===== config.mk =====
export PLATFORM = sky130hd
export DESIGN_NAME = rf_cmd_ctrl
export DESIGN_NICKNAME = d
export VERILOG_FILES = /design/src/rtl/rf_cmd_ctrl.sv
export SDC_FILE = /design/constraint.sdc
export NUM_CORES = 1
export LEC_CHECK = 0
export CORE_MARGIN = 8
export CORE_UTILIZATION = 46
export CTS_BUF_LIST = sky130_fd_sc_hd__clkbuf_8 sky130_fd_sc_hd__clkbuf_16
export CTS_CLUSTER_DIAMETER = 120
export DETAILED_ROUTE_END_ITERATION = 12
export MAX_ROUTING_LAYER = met4
export PLACE_DENSITY = 0.83
export SLEW_MARGIN = 30
export SYNTH_ARGS = -nofsm -noshare
export SYNTH_HDL_FRONTEND = slang
export SYNTH_SLANG_ARGS = --single-unit

===== constraint.sdc =====
create_clock -name i_CLK -period 4.3 [get_ports i_CLK]
set_input_delay 0.645 -clock i_CLK [delete_from_list [all_inputs] [get_ports i_CLK]]
set_output_delay 0.645 -clock i_CLK [all_outputs]
set_load 0.05 [all_outputs]

===== src/rtl/rf_cmd_ctrl.sv =====
// rf_cmd_ctrl: decodes UART command frames into register file write/read strobes and returns
// read data as a byte over a valid/busy handshake. Define RF_CMD_CTRL_TIMEOUT_EN for the read timeout and o_Err.
//
// state    | meaning
// IDLE     | waiting for a WR_CMD or RD_CMD opcode byte
// WR_ADDR  | waiting for the write address byte
// WR_DATA  | waiting for the write data byte
// WR_EXEC  | write strobe high for one cycle
// RD_ADDR  | waiting for the read address byte
// RD_EXEC  | read strobe high for one cycle
// RD_WAIT  | waiting for read data valid (or timeout)
// TX_SEND  | presenting the read byte until the transmitter accepts it
module rf_cmd_ctrl #(
  parameter int DATA_WIDTH = 8,
  parameter int ADDR_WIDTH = 4,
  parameter logic [DATA_WIDTH-1:0] WR_CMD = 8'hAA,
  parameter logic [DATA_WIDTH-1:0] RD_CMD = 8'hBB,
  parameter int TIMEOUT_CYCLES = 16
) (
  input  logic                  i_CLK,
  input  logic                  i_RST,
  input  logic [DATA_WIDTH-1:0] i_RX_Data,
  input  logic                  i_RX_Valid,
  output logic                  o_RF_WrEn,
  output logic                  o_RF_RdEn,
  output logic [ADDR_WIDTH-1:0] o_RF_Address,
  output logic [DATA_WIDTH-1:0] o_RF_WrData,
  input  logic [DATA_WIDTH-1:0] i_RF_RdData,
  input  logic                  i_RF_RdData_Valid,
  output logic [DATA_WIDTH-1:0] o_TX_Data,
  output logic                  o_TX_Valid,
  input  logic                  i_TX_Busy,
  output logic                  o_Busy
`ifdef RF_CMD_CTRL_TIMEOUT_EN
  ,
  output logic                  o_Err
`endif
);

  typedef enum logic [2:0] {
    S_IDLE,
    S_WR_ADDR,
    S_WR_DATA,
    S_WR_EXEC,
    S_RD_ADDR,
    S_RD_EXEC,
    S_RD_WAIT,
    S_TX_SEND
  } state_t;

  state_t state;

  if (TIMEOUT_CYCLES < 1) begin : g_bad_timeout
    $error("rf_cmd_ctrl: TIMEOUT_CYCLES must be at least 1");
  end

`ifdef RF_CMD_CTRL_TIMEOUT_EN
  localparam int TMO_W = (TIMEOUT_CYCLES > 1) ? $clog2(TIMEOUT_CYCLES) : 1;
  localparam logic [TMO_W-1:0] TMO_LOAD = TMO_W'(TIMEOUT_CYCLES - 1);
  logic [TMO_W-1:0] tmo_cnt;
`endif

  // o_Busy is registered alongside the state so it tracks the state it describes.
  always_ff @(posedge i_CLK or negedge i_RST) begin
    if (!i_RST) begin
      state        <= S_IDLE;
      o_RF_WrEn    <= 1'b0;
      o_RF_RdEn    <= 1'b0;
      o_RF_Address <= '0;
      o_RF_WrData  <= '0;
      o_TX_Data    <= '0;
      o_TX_Valid   <= 1'b0;
      o_Busy       <= 1'b0;
`ifdef RF_CMD_CTRL_TIMEOUT_EN
      o_Err        <= 1'b0;
      tmo_cnt      <= '0;
`endif
    end else begin
      case (state)
        S_IDLE: begin
          if (i_RX_Valid) begin
            if (i_RX_Data == WR_CMD) begin
              state <= S_WR_ADDR;
`ifdef RF_CMD_CTRL_TIMEOUT_EN
              o_Err <= 1'b0;
`endif
            end else if (i_RX_Data == RD_CMD) begin
              state <= S_RD_ADDR;
`ifdef RF_CMD_CTRL_TIMEOUT_EN
              o_Err <= 1'b0;
`endif
            end
          end
        end
        S_WR_ADDR: begin
          if (i_RX_Valid) begin
            o_RF_Address <= i_RX_Data[ADDR_WIDTH-1:0];
            state        <= S_WR_DATA;
          end
        end
        S_WR_DATA: begin
          if (i_RX_Valid) begin
            o_RF_WrData <= i_RX_Data;
            o_RF_WrEn   <= 1'b1;
            o_Busy      <= 1'b1;
            state       <= S_WR_EXEC;
          end
        end
        S_WR_EXEC: begin
          o_RF_WrEn <= 1'b0;
          o_Busy    <= 1'b0;
          state     <= S_IDLE;
        end
        S_RD_ADDR: begin
          if (i_RX_Valid) begin
            o_RF_Address <= i_RX_Data[ADDR_WIDTH-1:0];
            o_RF_RdEn    <= 1'b1;
            o_Busy       <= 1'b1;
            state        <= S_RD_EXEC;
          end
        end
        S_RD_EXEC: begin
          o_RF_RdEn <= 1'b0;
          state     <= S_RD_WAIT;
`ifdef RF_CMD_CTRL_TIMEOUT_EN
          tmo_cnt   <= TMO_LOAD;
`endif
        end
        S_RD_WAIT: begin
          if (i_RF_RdData_Valid) begin
            o_TX_Data  <= i_RF_RdData;
            o_TX_Valid <= 1'b1;
            state      <= S_TX_SEND;
          end
`ifdef RF_CMD_CTRL_TIMEOUT_EN
          // Terminal count reached on the TIMEOUT_CYCLES-th cycle spent here.
          else if (tmo_cnt == '0) begin
            o_TX_Data  <= '1;
            o_TX_Valid <= 1'b1;
            o_Err      <= 1'b1;
            state      <= S_TX_SEND;
          end else begin
            tmo_cnt <= tmo_cnt - 1'b1;
          end
`endif
        end
        S_TX_SEND: begin
          if (!i_TX_Busy) begin
            o_TX_Valid <= 1'b0;
            o_Busy     <= 1'b0;
            state      <= S_IDLE;
          end
        end
        default: begin
          o_RF_WrEn  <= 1'b0;
          o_RF_RdEn  <= 1'b0;
          o_TX_Valid <= 1'b0;
          o_Busy     <= 1'b0;
          state      <= S_IDLE;
        end
      endcase
    end
  end

endmodule


==> results by group, run 1 <==
STA
  • RSZ-0062 raised after global routing: false
  • Final Hold Fails: 0
  • Fin worst setup slack: 2.161 ns
  • Final setup fails: 0
  • Fin crit share: 0.4975
  • Fin Setup TNS: 0 ns
  • Slew Limit Fails: 0
  • Slew margin rel.: 0.6121
  • Fin crit period: 2.139 ns
  • Worst-Margin Slew: 0.5818 ns
  • Hold Slack: 0.3694 ns
  • Clock Skew: 0.001640 ns
  • Max Freq: 467.4 MHz

CTS
  • Clock Tree Root: clkbuf_8
  • CTS clock-pin slew for the worst setup and hold paths: 0.09 ns
  • TritonCTS clock tree: done
  • Postcts setup bufs: 0
  • Post-CTS sizing: 0
  • CTS buffer count: 3
  • Clock Path Buffers: 2
  • CTS hold repair buffers: 0
  • Clk Latency, worst-skew pair: 0.26 ns
  • Clock Sinks: 27
  • # H-tree levels: 1

Layout
  • Final Non-Filler Cells: 160
  • Area Growth Syn to Fin: 41.13%
  • Fill count: 195
  • Nets: 152
  • Share of layout cells above drive strength 1: 0.2385
  • Antenna Cells: 0

Detailed routing
  • Drt pass-1 iters: 4
  • Vias: 848
  • Via density: 5.300
  • Post-Route WL: 2656 µm
  • DR iter-0 viols: 16
  • DRC: 0
  • Detail Route Antenna Nets: 0
  • Drt wl/cell: 16.60 µm

GRT
  • Initial antenna violation count: 0
  • Vias in the first global route: 954
  • Global-route wire length before repair: 4402 µm
  • Met1 Use GR: 0.1452
  • Top Usage Layer GRT: met2
  • Met2 Use GR: 0.2055
  • Total GRT Usage: 0.1300
  • Pin count of the biggest net entering global routing: 28
  • Met3 GRT Util: 0.05537
  • Remaining Overflow, GRT: 0

Power and ir drop
  • Overall Power: 1.134 mW
  • Power Density: 682.4 nW/µm²
  • Pleak: 0.7024 nW
  • Worst VDD drop: 596.6 µV

Critical path
  • Crit Path Max Fanout: 4
  • CP Data Arrival Time: 1.49 ns
  • Worst R2R End: o_RF_WrData[0]
  • R2R cell count: 3
  • CP top delay family: buffers and inverters
  • Crit. End Element: output port
  • Reg2reg start: state[1]
  • Startpoint types: flop
  • R2r setup slk: 2.59 ns
  • Critical path required time: 3.65 ns
  • Max incr delay on CP: 0.82 ns
  • Crit Path Category: reg2out
  • Crit path buf inv count: 1
  • CP max stage cell: clkdlybuf4s50_1
  • Worst path cell trace: clkdlybuf4s50_1

Floorplanning
  • Die Area: 4434 µm²
  • Initial core utilization: 0.4796
  • Cell row count: 18
  • Core area: 2455 µm²
  • Die width: 66.59 µm
  • Die span in y: 66.59 µm
  • I/O pins: 45

Synthesis
  • Cell variety after synth: 29
  • Mapped Area: 1177 µm²
  • Yosys reg bits: 27
  • Sequential fraction of the synthesis area: 0.5739
  • Syn_area_per_cell: 13.69 µm²
  • Mapped Nets: 107
  • Cells after Synth: 86
  • Synthesis warning total: 0

Placed design
  • Routability cong.: 0.7632
  • IO Port Bufs: 44
  • Dpl hpwl: 2102 µm
  • Pre-CTS WS: 2.076 ns
  • Dpl cells: 156

Job
  • Maxcap violations: 0

Worst hold path
  • Class of the worst hold path: in2async

Run status
  • Status: finished, final reports clean
## area by class of cell
class                      instances  area (µm²)  area share
multi-input combinational         53       459.2      0.2764
inverter                           2       7.507    0.004518
tap                               30       37.54     0.02259
clock buffer                       3       41.29     0.02485
sequential                        27       675.6      0.4066
clock inverter                     1       5.005    0.003012
timing repair buffer              44       435.4      0.2620
## layer usage
layer / wire, µm / vias up
met1: 1067 / 422
met5: 0 / -
met2: 1362 / 23
met4: 12 / 0
li1: - / 401
met3: 212 / 2
## how the worst max path moves through the flow
stage                     slack (ns)              to  startpoint  cells after the start
after floorplan                 2.74  o_RF_WrData[0]  i_RX_Valid                      4
after global placement          2.09  o_RF_WrData[6]  i_RX_Valid                      4
after detailed placement        2.08  o_RF_WrData[2]  i_RX_Valid                      4
after CTS                       2.15          o_Busy      o_Busy                      1
after global routing            2.13          o_Busy      o_Busy                      1
final                           2.16          o_Busy      o_Busy                      1
## registers in the layout, indices dropped and copies added (netlist names)
signal	flops
o_RF_WrData	8
o_TX_Valid	1
state	3
o_Busy	1
o_RF_RdEn	1
o_TX_Data	8
o_RF_WrEn	1
o_RF_Address	4
## cells in the mapped netlist, drive strengths merged
cell	number	area, µm²
nor2b	3	18.77
nor4	2	12.51
o311ai	1	8.760
and2	1	6.260
nand2b	1	6.260
inv	2	7.510
dfrtp	27	675.7
buf	4	35.03
o32a	2	32.53
a31o	1	8.760
mux2	20	225.2
a31oi	2	12.51
and3b	1	10.01
and2b	1	7.510
nor2	2	7.510
o21ai	4	20.01
a21oi	3	15.01
xnor2	1	8.760
nand3	1	10.01
nand4b	1	8.760
maj3	1	11.26
o22ai	1	6.260
a311oi	1	8.760
nand2	3	13.77
## through the flow
step / instance area (µm²) / util
global route: 1662 / 0.6769
finish: 1662 / 0.6769
floorplan: 1177 / -
global placement: 1620 / 0.6600
detailed placement: 1615 / 0.6580
CTS: 1662 / 0.6769
## cells by family after synthesis
logic type               after synthesis  synth area share
XOR/XNOR                               1          0.007440
AND/OR/NAND/NOR                       16           0.08610
buffers and inverters                  6           0.03613
flip-flops                            27            0.5739
multiplexers                          20            0.1913
AO/OA/AOI/OAI                         15           0.09564
adder cells (fa/ha/maj)                1          0.009564
## power by group
group          internal [mW]  switching [mW]  leakage, nW  total, mW
clock network         0.0647          0.0749       0.0255      0.140
registers              0.335          0.0687        0.336      0.404
logic                  0.232           0.359        0.340      0.591
total                  0.631           0.503        0.702       1.13
## cells in the final DEF, fill, tap and decap left out, drive strengths merged, types with 2 or more instances in the layout
| master | count |
|---|---|
| nor4 | 2 |
| a21oi | 3 |
| mux2 | 20 |
| clkdlybuf4s50 | 43 |
| nor2 | 2 |
| nor2b | 3 |
| o21ai | 4 |
| nand2 | 3 |
| o32a | 2 |
| clkbuf | 3 |
| a31oi | 2 |
| inv | 2 |
| dfrtp | 27 |
No activity file was read; power rests on OpenSTA's default activity.
==> run 2, diff against run 1 <==
--- a/config.mk
+++ b/config.mk
@@ -6,12 +6,12 @@
 export NUM_CORES = 1
 export LEC_CHECK = 0
 export CORE_MARGIN = 8
-export CORE_UTILIZATION = 46
+export CORE_UTILIZATION = 39
 export CTS_BUF_LIST = sky130_fd_sc_hd__clkbuf_8 sky130_fd_sc_hd__clkbuf_16
 export CTS_CLUSTER_DIAMETER = 120
 export DETAILED_ROUTE_END_ITERATION = 12
 export MAX_ROUTING_LAYER = met4
-export PLACE_DENSITY = 0.83
+export PLACE_DENSITY = 0.75
 export SLEW_MARGIN = 30
 export SYNTH_ARGS = -nofsm -noshare
 export SYNTH_HDL_FRONTEND = slang
==> constraint.sdc (replaced) <==
create_clock -name i_CLK -period 1.88 [get_ports i_CLK]
set_input_delay 0.282 -clock i_CLK [delete_from_list [all_inputs] [get_ports i_CLK]]
set_output_delay 0.282 -clock i_CLK [all_outputs]
set_load 0.05 [all_outputs]
==> results by group, run 2 (synthesis results as in run 1) <==
Placed design
  • Post-DP Area: 1652 µm² (+2.2%)
  • Dpl hpwl: 2201 µm (+4.7%)
  • IO Port Bufs: 44 (unchanged)
  • Routability cong.: 0.7755 (+1.6%)

Floorplanning
  • Die span in y: 70.95 µm (+6.5%)
  • I/O pins: 45 (unchanged)
  • Cell row count: 20 (+2)
  • Die Area: 5033 µm² (+14%)
  • Die width: 70.95 µm (+6.5%)
  • Core area: 2953 µm² (+20%)
  • Initial core utilization: 0.3987 (-0.08088)

STA
  • Slew margin rel.: 0.6507 (+0.03860)
  • Slew Limit Fails: 0 (unchanged)
  • Fin crit period: 1.755 ns
  • Fin crit share: 0.9333
  • Final Hold Fails: 0 (unchanged)
  • Fin Setup TNS: 0 ns (unchanged)
  • Max Freq: 569.9 MHz
  • Worst-Margin Slew: 0.5223 ns (-0.05954 ns)
  • Final setup fails: 0 (unchanged)
  • RSZ-0062 raised after global routing: false
  • Clock Skew: 0.009638 ns (+0.007998 ns)

Layout
  • Most frequent cells in the layout: clkdlybuf4s50_1, dfrtp_1, mux2_2, buf_4
  • Flip-flop and latch area: 675.6 µm² (unchanged)
  • Fin area: 1700 µm² (+2.3%)
  • Multi-input logic area: 459.2 µm² (unchanged)
  • Finished Core Util: 0.5758 (-0.1010)
  • Leading cell type in the layout, fill and taps excluded: clkdlybuf4s50_1
  • Nets: 156 (+2.6%)
  • Share of layout cells above drive strength 1: 0.2612 (+0.02273)
  • Fill count: 260 (+33%)
  • Largest regs: o_RF_WrData (8), o_TX_Data (8), o_RF_Address (4)
  • Antenna Cells: 0 (unchanged)
  • Area Growth Syn to Fin: 44.42%

CTS
  • Clk Latency, worst-skew pair: 0.28 ns (+0.02 ns)
  • TritonCTS clock tree: done
  • CTS buffer count: 3 (unchanged)
  • Clock Tree Root: clkbuf_8
  • # H-tree levels: 1 (unchanged)
  • Post-CTS sizing: 0 (unchanged)
  • Clock Sinks: 27 (unchanged)
  • Postcts setup bufs: 0 (unchanged)
  • Clock Path Buffers: 2 (unchanged)
  • CTS clock-pin slew for the worst setup and hold paths: 0.10 ns (about the same)
  • CTS hold repair buffers: 0 (unchanged)

Critical path
  • R2R cell count: 3 (unchanged)
  • Crit Path Category: reg2out
  • Crit Path Max Fanout: 2 (-2)
  • Max incr delay on CP: 0.81 ns (about the same)
  • Worst path cell trace: clkdlybuf4s50_1
  • CP Data Arrival Time: 1.47 ns (-0.02 ns)
  • Startpoint types: flop
  • CP max stage cell: clkdlybuf4s50_1
  • WP depth: 1 (unchanged)
  • Crit path buf inv count: 1 (unchanged)
  • CP top delay family: buffers and inverters
  • Crit. End Element: output port
  • Critical path required time: 1.60 ns (-2.05 ns)

Job
  • Maxcap violations: 0 (unchanged)

GRT
  • Initial antenna violation count: 0 (unchanged)
  • Total GRT Usage: 0.1181 (-0.01187)
  • Vias in the first global route: 982 (+2.9%)
  • Remaining Overflow, GRT: 0 (unchanged)
  • Global-route wire length before repair: 4602 µm (+4.5%)
  • Pin count of the biggest net entering global routing: 28 (unchanged)

Run status
  • Status: finished, final reports clean

Detailed routing
  • DR iter-0 viols: 39 (+23)
  • DRC: 0 (unchanged)
  • Via density: 5.293 (-0.12%)
  • Vias: 884 (+4.2%)
  • Post-Route WL: 2801 µm (+5.5%)
  • Detail Route Antenna Nets: 0 (unchanged)
  • Drt pass-1 iters: 4 (unchanged)
  • Drt wl/cell: 16.77 µm (+1.0%)

Power and ir drop
  • Power Density: 1547 nW/µm² (+130%)
  • Worst VDD drop: 669.0 µV (+12%)
  • Pleak: 0.7189 nW (+2.4%)

Worst hold path
  • Class of the worst hold path: in2async
## run 2: cell count changes in the layout (fill, tap and decap cells not counted), sizes merged
cell,change
buf,+4
clkinv,-1
clkinvlp,+1
## run 2: metal layers
metal | up-vias | global-route usage | part of all wire
met5 | - | - | 0
li1 | 410 | - | -
met1 | 440 | 0.1219 | 0.39
met2 | 30 | 0.2008 | 0.53
met4 | 0 | 0.04157 | 0.012
met3 | 4 | 0.04520 | 0.066
## run 2: final timing paths
| kind | to | slack, ns | startpoint |
|---|---|---|---|
| max | o_RF_WrData[6] | 0.13 | o_RF_WrData[6] |
| min | o_RF_Address[2] | 0.37 | i_RST |
| max reg2reg | o_RF_WrData[7] | 0.28 | state[2] |
| min reg2reg | o_TX_Data[7] | 0.52 | o_TX_Data[7] |
| max in group asynchronous | state[1] | 1.24 | i_RST |
| min in group i_CLK | o_TX_Data[7] | 0.52 | o_TX_Data[7] |
## run 2: power breakdown
part / leakage, nW / internal [mW] / switching [mW]
sequential: 0.336 / 0.766 / 0.130
clock: 0.0217 / 0.151 / 0.189
combinational: 0.361 / 0.544 / 0.851
## run 2: final cells by class
cell class,instances,share of cell area
clock buffer,3,0.02428
clock inverter,1,0.004415
inverter,2,0.004415
multi-input combinational,53,0.2701
sequential,27,0.3974
tap,33,0.02428
timing repair buffer,48,0.2752
## run 2: stage by stage
step | worst slack, ns | total power [mW] | hold slack (ns) | instances
finish | 0.1253 | 2.631 | 0.3680 | 167
global route | 0.08077 | 2.749 | 0.4170 | 167
CTS | 0.1228 | 2.656 | 0.3874 | 167
detailed placement | 0.05777 | 2.318 | 0.4966 | 163
global placement | 0.09053 | 2.295 | 0.4888 | 163
floorplan | 0.4955 | 1.852 | -0.01359 | 86
==> run 3, diff against run 2 <==
--- a/config.mk
+++ b/config.mk
@@ -5,6 +5,7 @@
 export SDC_FILE = /design/constraint.sdc
 export NUM_CORES = 1
 export LEC_CHECK = 0
+export ABC_CLOCK_PERIOD_IN_PS = 1880
 export CORE_MARGIN = 8
 export CORE_UTILIZATION = 39
 export CTS_BUF_LIST = sky130_fd_sc_hd__clkbuf_8 sky130_fd_sc_hd__clkbuf_16
@@ -12,6 +13,7 @@
 export DETAILED_ROUTE_END_ITERATION = 12
 export MAX_ROUTING_LAYER = met4
 export PLACE_DENSITY = 0.75
+export RECOVER_POWER = 25
 export SLEW_MARGIN = 30
 export SYNTH_ARGS = -nofsm -noshare
 export SYNTH_HDL_FRONTEND = slang
==> results by group, run 3 (synthesis results as in run 1) <==
Critical path
  • CP top delay family: buffers and inverters
  • Critical path required time: 1.60 ns (about the same)
  • Crit. End Element: output port
  • Crit Path Category: reg2out
  • Crit path buf inv count: 1 (unchanged)
  • Crit Path Max Fanout: 2 (unchanged)
  • CP max stage cell: clkdlybuf4s50_1
  • Worst path cell trace: clkdlybuf4s50_1
  • Startpoint types: flop
  • Max incr delay on CP: 0.81 ns (about the same)
  • CP Data Arrival Time: 1.47 ns (about the same)

STA
  • Fin crit period: 1.755 ns (unchanged)
  • Fin crit share: 0.9333 (unchanged)
  • Worst-Margin Slew: 0.6801 ns (+0.1578 ns)
  • Slew margin rel.: 0.5466 (-0.1041)
  • Clock Skew: 0.009638 ns (unchanged)
  • RSZ-0062 raised after global routing: false
  • Slew Limit Fails: 0 (unchanged)
  • Max Freq: 569.9 MHz (unchanged)
  • Final Hold Fails: 0 (unchanged)
  • Fin Setup TNS: 0 ns (unchanged)
  • Final setup fails: 0 (unchanged)

Layout
  • Antenna Cells: 0 (unchanged)
  • Share of layout cells above drive strength 1: 0.2612 (unchanged)
  • Area Growth Syn to Fin: 44.21%
  • Nets: 156 (unchanged)
  • Leading cell type in the layout, fill and taps excluded: clkdlybuf4s50_1
  • Largest regs: o_RF_WrData (8), o_TX_Data (8), o_RF_Address (4)
  • Most frequent cells in the layout: clkdlybuf4s50_1, dfrtp_1, mux2_2, buf_4

GRT
  • Initial antenna violation count: 0 (unchanged)
  • Met2 Use GR: 0.2008 (unchanged)
  • Pin count of the biggest net entering global routing: 28 (unchanged)
  • Global-route wire length before repair: 4602 µm (unchanged)
  • Remaining Overflow, GRT: 0 (unchanged)
  • Top Usage Layer GRT: met2
  • Met1 Use GR: 0.1219 (unchanged)
  • Met3 GRT Util: 0.04520 (unchanged)
  • Vias in the first global route: 982 (unchanged)
  • Total GRT Usage: 0.1181 (unchanged)

Placed design
  • Dpl hpwl: 2201 µm (unchanged)
  • Routability cong.: 0.7755 (unchanged)
  • IO Port Bufs: 44 (unchanged)

CTS
  • Postcts setup bufs: 0 (unchanged)
  • TritonCTS clock tree: done
  • # H-tree levels: 1 (unchanged)
  • Post-CTS sizing: 0 (unchanged)
  • CTS hold repair buffers: 0 (unchanged)
  • CTS buffer count: 3 (unchanged)
  • Clk Latency, worst-skew pair: 0.28 ns (about the same)
  • Clock Path Buffers: 2 (unchanged)
  • CTS clock-pin slew for the worst setup and hold paths: 0.10 ns (about the same)
  • Clock Sinks: 27 (unchanged)
  • Clock Tree Root: clkbuf_8

Run status
  • Status: finished, final reports clean

Power and ir drop
  • Pleak: 0.7186 nW (about the same)
  • Worst VDD drop: 669.0 µV (about the same)
  • Power Density: 1549 nW/µm² (+0.10%)
  • Overall Power: 2.630 mW (about the same)

Detailed routing
  • Post-Route WL: 2799 µm (about the same)
  • Drt pass-1 iters: 4 (unchanged)
  • Drt wl/cell: 16.76 µm (about the same)
  • DRC: 0 (unchanged)
  • DR iter-0 viols: 39 (unchanged)
  • Detail Route Antenna Nets: 0 (unchanged)
  • Vias: 884 (unchanged)
  • Via density: 5.293 (unchanged)

Job
  • Maxcap violations: 0 (unchanged)

Floorplanning
  • Cell row count: 20 (unchanged)
  • Die span in y: 70.95 µm (unchanged)
  • Die Area: 5033 µm² (unchanged)
  • Core area: 2953 µm² (unchanged)
  • Die width: 70.95 µm (unchanged)
  • I/O pins: 45 (unchanged)
  • Initial core utilization: 0.3987 (unchanged)

Worst hold path
  • Class of the worst hold path: reg2reg
## run 3: cell types whose count changed in the layout (fill, tap and decap cells not counted), sizes merged
cell           previous run  this run
buf                       5         4
clkbuf                    3         4
clkdlybuf4s50            43        42
dlygate4sd3               0         1
## run 3: worst reg2reg max path: cells and delay by family (launching register included)
| family | cells | cell delay, ns |
|---|---|---|
| DFF | 1 | 0.48 |
| and+or+nand+nor | 2 | 0.64 |
| muxes | 1 | 0.38 |
## run 3: layout make-up
type                    count  area [µm²]
well taps                  33       41.29
fillers                   260        1255
clock inverters             1       7.507
repair buffers             48       465.4
flip-flops and latches     27       675.6
inverters                   2       7.507
multi-input cells          53       459.2
clock buffers               3       41.29
## run 3: per-stage QoR
stage | area, µm² | hold slack (ns) | instances | util | setup WS [ns]
global route | 1698 | 0.5357 | 167 | 0.5750 | 0.08077
floorplan | 1177 | -0.01359 | 86 | - | 0.4955
CTS | 1700 | 0.3874 | 167 | 0.5758 | 0.1228
global placement | 1652 | 0.4888 | 163 | 0.5593 | 0.09053
detailed placement | 1652 | 0.4966 | 163 | 0.5593 | 0.05777
finish | 1698 | 0.5171 | 167 | 0.5750 | 0.1253
## run 3: layer usage
layer / share of wire / vias to the layer above
met5: 0 / -
met3: 0.066 / 4
met2: 0.53 / 30
met1: 0.39 / 440
li1: - / 410
met4: 0.013 / 0
## run 3: report_power, final
part	total, mW	internal, mW	switching [mW]
combinational	1.39	0.543	0.851
clock	0.339	0.151	0.189
sequential	0.896	0.766	0.130
## run 3: path summary, 6_finish.rpt
path	start	to	slack (ns)	cells after the start
min	o_TX_Data[7]	o_TX_Data[7]	0.52	1
max in group asynchronous	i_RST	state[1]	0.88	2
max reg2reg	state[2]	o_RF_WrData[7]	0.28	3
min reg2reg	o_TX_Data[7]	o_TX_Data[7]	0.52	1
max	o_RF_WrData[6]	o_RF_WrData[6]	0.13	1
min in group asynchronous	i_RST	o_RF_Address[2]	0.56	2
==> variant 1: new RTL, config.mk and constraints of run 2 <==
Add a define of `RF_CMD_CTRL_TIMEOUT_EN`.
--- a/src/rtl/rf_cmd_ctrl.sv
+++ b/src/rtl/rf_cmd_ctrl.sv
@@ -10,6 +10,8 @@
 // RD_EXEC  | read strobe high for one cycle
 // RD_WAIT  | waiting for read data valid (or timeout)
 // TX_SEND  | presenting the read byte until the transmitter accepts it
+`define RF_CMD_CTRL_TIMEOUT_EN
+
 module rf_cmd_ctrl #(
   parameter int DATA_WIDTH = 8,
   parameter int ADDR_WIDTH = 4,
Formal check against the unedited RTL (old outputs only; new: o_Err): same outputs for any inputs over 10 cycles, from zero or initial values and one cycle with i_RST low; that may be too few to reach the edited logic, so the function may still have changed.
==> variant 1 against run 2 <==
  * Core utilization grew 1.4 points
  * Sequential cell count grew 5
  * Final area grew 27%
  * First-iteration DRC count grew 62%
  * Power grew 39%
  * Critical path type is now flop to flop
  * Worst setup slack lost 0.015 ns
  * Routed wire length grew 39%
  * Synthesized area grew 26%
  * Combinational power grew 42%
==> variant 1: results <==
export IMPL_dp_hpwl_mm=2.97
export IMPL_crit_cells=6
export IMPL_cp_max_fo=6
export IMPL_syn_nets=150
export IMPL_postPlaceCellArea_mm2=0.00206
export IMPL_synthAdderAreaFrac=0.00840
export IMPL_wl_per_cell_um=16.6
export IMPL_grt_pass1_wl_mm=6.51
export IMPL_biggestRegsByFlops="o_RF_WrData x8, o_TX_Data x8"
export IMPL_grt_max_degree=33
export IMPL_max_stage_delay_ns=0.41
export IMPL_clkTransAtPathRegs_ns=0.07
export IMPL_first_global_vias=1308
export IMPL_synth_xor_area_share=0.0118
export IMPL_relSlewSlack=0.639
export IMPL_viasPerCell=5.34
export IMPL_crit_slowest_cell="dfrtp_1"
export IMPL_pre_cts_ws_ns=0.0457
export IMPL_synth_cell_types=40
export IMPL_clock_skew_final_ns=0.00768
export IMPL_critical_path_top_delay_family="simple AND/OR/NAND/NOR gates"
export IMPL_cts_buffers=5
export IMPL_cp_data_arrival_time_ns=1.94
export IMPL_cts_max_level=2
export IMPL_drtIter0Drc=63
export IMPL_synth_mux_area_frac=0.108
export IMPL_io_buffers=45
export IMPL_finalNetCount=207
export IMPL_hold_class="input port to async pin"
export IMPL_synth_async_reset_ratio=1.00
export IMPL_yosysSeqAreaShare=0.538
export IMPL_p_leak_nw=0.908
export IMPL_place_congestion=0.856
export IMPL_peakVddDrop_mv=1.31
export IMPL_grt_usage=0.137
export IMPL_criticalPathCategory="flop to flop"
export IMPL_drive_above_1_share=0.199
export IMPL_status="finished clean"
export IMPL_synth_compound_area_frac=0.181
export IMPL_ys_top_cells_by_count="dfrtp_1 (32), mux2_2 (12), o22a_1 (9), a21oi_1 (7)"
export IMPL_yosys_top_cells_area="dfrtp_1 (54%), mux2_2 (9.1%), o22a_1 (5.3%)"
export IMPL_ff2ff_path_depth=6
## variant 1: cell count changes after synthesis, sizes merged, moves of 2 or more
cell / change
a21oi: +4
a31oi: +2
clkbuf: +3
dfrtp: +5
inv: +3
mux2: -7
nand2: +2
nand3: +4
nor2: +3
nor3: +4
nor3b: +2
nor4: -2
o211ai: +3
o22a: +9
## variant 1: kinds of logic (layout without fill, tap and decap cells)
kind of cell / Yosys count / count (layout)
compound gates: 37 / 37
flops: 32 / 32
simple gates: 31 / 31
mux: 14 / 14
buf+inv: 11 / 69
xor+xnor: 2 / 2
fa+ha+maj: 1 / 1
## variant 1: final timing paths
check | start | end | slack, ns
max | tmo_cnt[0] | state[0] | 0.11
min | i_RST | o_RF_Address[1] | 0.40
max reg2reg | tmo_cnt[0] | state[0] | 0.11
min reg2reg | o_TX_Data[4] | o_TX_Data[4] | 0.48
max in group asynchronous | i_RST | o_TX_Data[7] | 1.19
min in group i_CLK | o_TX_Data[4] | o_TX_Data[4] | 0.48
## variant 1: power by group
group	switching, W	internal [W]	leakage (nW)
Clock	0.000234	0.000287	0.0538
Combinational	0.00123	0.000765	0.482
Sequential	0.000200	0.000953	0.372
## variant 1: area by class of cell
class / count / area, µm²
Clock buffer: 6 / 82.6
Timing Repair Buffer: 56 / 541
Inverter: 5 / 18.8
Clock inverter: 2 / 7.51
Multi-Input combinational cell: 85 / 649
Fill cell: 331 / 1500
Sequential cell: 32 / 801
Tap cell: 48 / 60.1
## variant 1: worst register-to-register path: cells and delay by family, from the launching register on
| kind | cells | cell delay (ns) |
|---|---|---|
| compound gates | 1 | 0.19 |
| fa+ha+maj | 1 | 0.19 |
| buf+inv | 1 | 0.07 |
| flops | 1 | 0.41 |
| mux | 1 | 0.31 |
| simple gates | 2 | 0.48 |
## variant 1: per-stage QoR
step                       util  cells
after floorplan               -    128
after global placement    0.563    226
after detailed placement  0.563    226
after CTS                 0.587    234
after global routing      0.590    234
final                     0.590    234
## variant 1: metal layers
metal | track usage | vias to the layer above | wire, µm
met4 | 0.0340 | 0 | 33
met3 | 0.0576 | 4 | 263
met1 | 0.157 | 612 | 1680
met5 | - | - | 0
li1 | - | 594 | -
met2 | 0.216 | 40 | 1910
==> variant 2: new RTL, config.mk and constraints of run 2 <==
Made on the original files. Encoding of `state_t`: now one-hot (8 bits for 8 states).
--- a/src/rtl/rf_cmd_ctrl.sv
+++ b/src/rtl/rf_cmd_ctrl.sv
@@ -37,15 +37,15 @@
 `endif
 );
 
-  typedef enum logic [2:0] {
-    S_IDLE,
-    S_WR_ADDR,
-    S_WR_DATA,
-    S_WR_EXEC,
-    S_RD_ADDR,
-    S_RD_EXEC,
-    S_RD_WAIT,
-    S_TX_SEND
+  typedef enum logic [7:0] {
+    S_IDLE    = 8'b00000001,
+    S_WR_ADDR = 8'b00000010,
+    S_WR_DATA = 8'b00000100,
+    S_WR_EXEC = 8'b00001000,
+    S_RD_ADDR = 8'b00010000,
+    S_RD_EXEC = 8'b00100000,
+    S_RD_WAIT = 8'b01000000,
+    S_TX_SEND = 8'b10000000
   } state_t;
 
   state_t state;
Function: same outputs for any inputs over 10 cycles, from zero or initial values and one cycle with i_RST low; not proved beyond that.
==> variant 2 against run 2 <==
  * Via count increased by 38%
  * Routed wire length increased by 37%
  * Worst setup slack got worse by 0.076 ns
  * Sequential cell count increased by 5
  * Cell count increased by 40%
  * Power decreased by 30%
  * Largest cell class unchanged
  * Synthesized area increased by 36%
  * Final area increased by 32%
  * Non-clock buffer count increased by 9
  * Worst hold slack improved by 0.016 ns
  * Sequential power decreased by 15%
  * Critical endpoint is now o_RF_WrData[3]
  * Highest routed layer unchanged
  * Combinational power decreased by 62%
==> variant 2: results <==
export IMPL_status="finished clean"
export IMPL_finalNetCount=203
export IMPL_syn_nets=144
export IMPL_drtIter0Drc=56
export IMPL_peakVddDrop_mv=0.669
export IMPL_ys_top_cells_by_count="dfrtp_1 (31), mux2_2 (20), nor2_1 (6)"
export IMPL_reg2reg_to="o_RF_WrData[3]"
export IMPL_yosys_top_cells_area="dfrtp_1 (48%), mux2_2 (14%), clkbuf_8 (2.6%)"
export IMPL_max_stage_delay_ns=0.58
export IMPL_drive_above_1_share=0.301
export IMPL_ff2ff_path_depth=4
export IMPL_cts_buffers=5
export IMPL_reg2reg_from="state[1]"
export IMPL_dp_hpwl_mm=2.97
export IMPL_yosysSeqAreaShare=0.501
export IMPL_crit_slowest_cell="or4_4"
export IMPL_clkTransAtPathRegs_ns=0.07
export IMPL_synth_cell_types=46
export IMPL_ff2ff_setup_slack_ns=0.05
export IMPL_grt_usage=0.129
export IMPL_biggestRegsByFlops="o_RF_WrData x8, o_TX_Data x8, state x8"
export IMPL_clock_skew_final_ns=0.00661
export IMPL_fin_hold_ws_ns=0.384
export IMPL_vias=1217
export IMPL_grt_pass1_wl_mm=6.37
export IMPL_p_leak_nw=1.01
export IMPL_cts_max_level=2
export IMPL_max_slew_worst_pin_slew_ns=0.524
export IMPL_grt_max_degree=33
[variant 2: per-layer routing]
layer,track usage,part of all wire,vias up
met5,-,0,-
met4,0.0509,0.016,0
met3,0.0391,0.040,6
met2,0.217,0.52,28
met1,0.139,0.42,612
li1,-,-,571
[variant 2: power by group]
group	switching [W]	internal (W)	leakage, nW
Sequential	0.0000245	0.000737	0.439
Clock	0.000253	0.000292	0.0486
Combinational	0.000302	0.000229	0.528
Total	0.000579	0.00126	1.01
[variant 2: logic make-up after synthesis]
kind of cell | count (synthesis) | share of synthesized area
buffers and inverters | 8 | 0.0446
and+or+nand+nor | 37 | 0.190
xor gates and xnor gates | 6 | 0.0328
AOI/OAI and AO/OA | 20 | 0.0907
muxes | 20 | 0.141
DFF | 32 | 0.501
[variant 2: layout make-up]
type	count	area share
Sequential cell	32	0.358
Multi-Input combinational cell	83	0.327
Timing Repair Buffer	57	0.240
Clock buffer	6	0.0369
Tap cell	50	0.0279
Clock inverter	2	0.00503
Inverter	3	0.00503
[variant 2: worst max-delay path by stage]
stage / start / to / slack, ns / cells past startpoint
after floorplan: state[7] / o_RF_Address[0] / 0.02 / 4
after global placement: state[0] / o_RF_WrData[7] / 0.09 / 4
after detailed placement: state[1] / o_RF_WrData[3] / 0.03 / 4
after CTS: state[0] / o_RF_WrData[3] / 0.05 / 4
after global routing: state[1] / o_RF_WrData[5] / -0.004 / 4
final: state[1] / o_RF_WrData[3] / 0.05 / 4
[variant 2: worst max-delay path, delay by kind of cell, from the launching register on]
family | cells | cell delay [ns]
AND/OR/NAND/NOR | 3 | 1.00
multiplexers | 1 | 0.32
flip-flops | 1 | 0.39
[variant 2: through the flow]
stage / total power (W) / setup slack, ns / setup TNS (ns) / cell area (µm²) / util
after floorplan: 0.00112 / 0.0160 / 0 / 1600 / -
after global routing: 0.00191 / -0.00362 / -0.00466 / 2240 / 0.564
after CTS: 0.00185 / 0.0451 / 0 / 2230 / 0.563
final: 0.00184 / 0.0490 / 0 / 2240 / 0.564
after detailed placement: 0.00130 / 0.0316 / 0 / 2140 / 0.539
after global placement: 0.00129 / 0.0892 / 0 / 2140 / 0.539
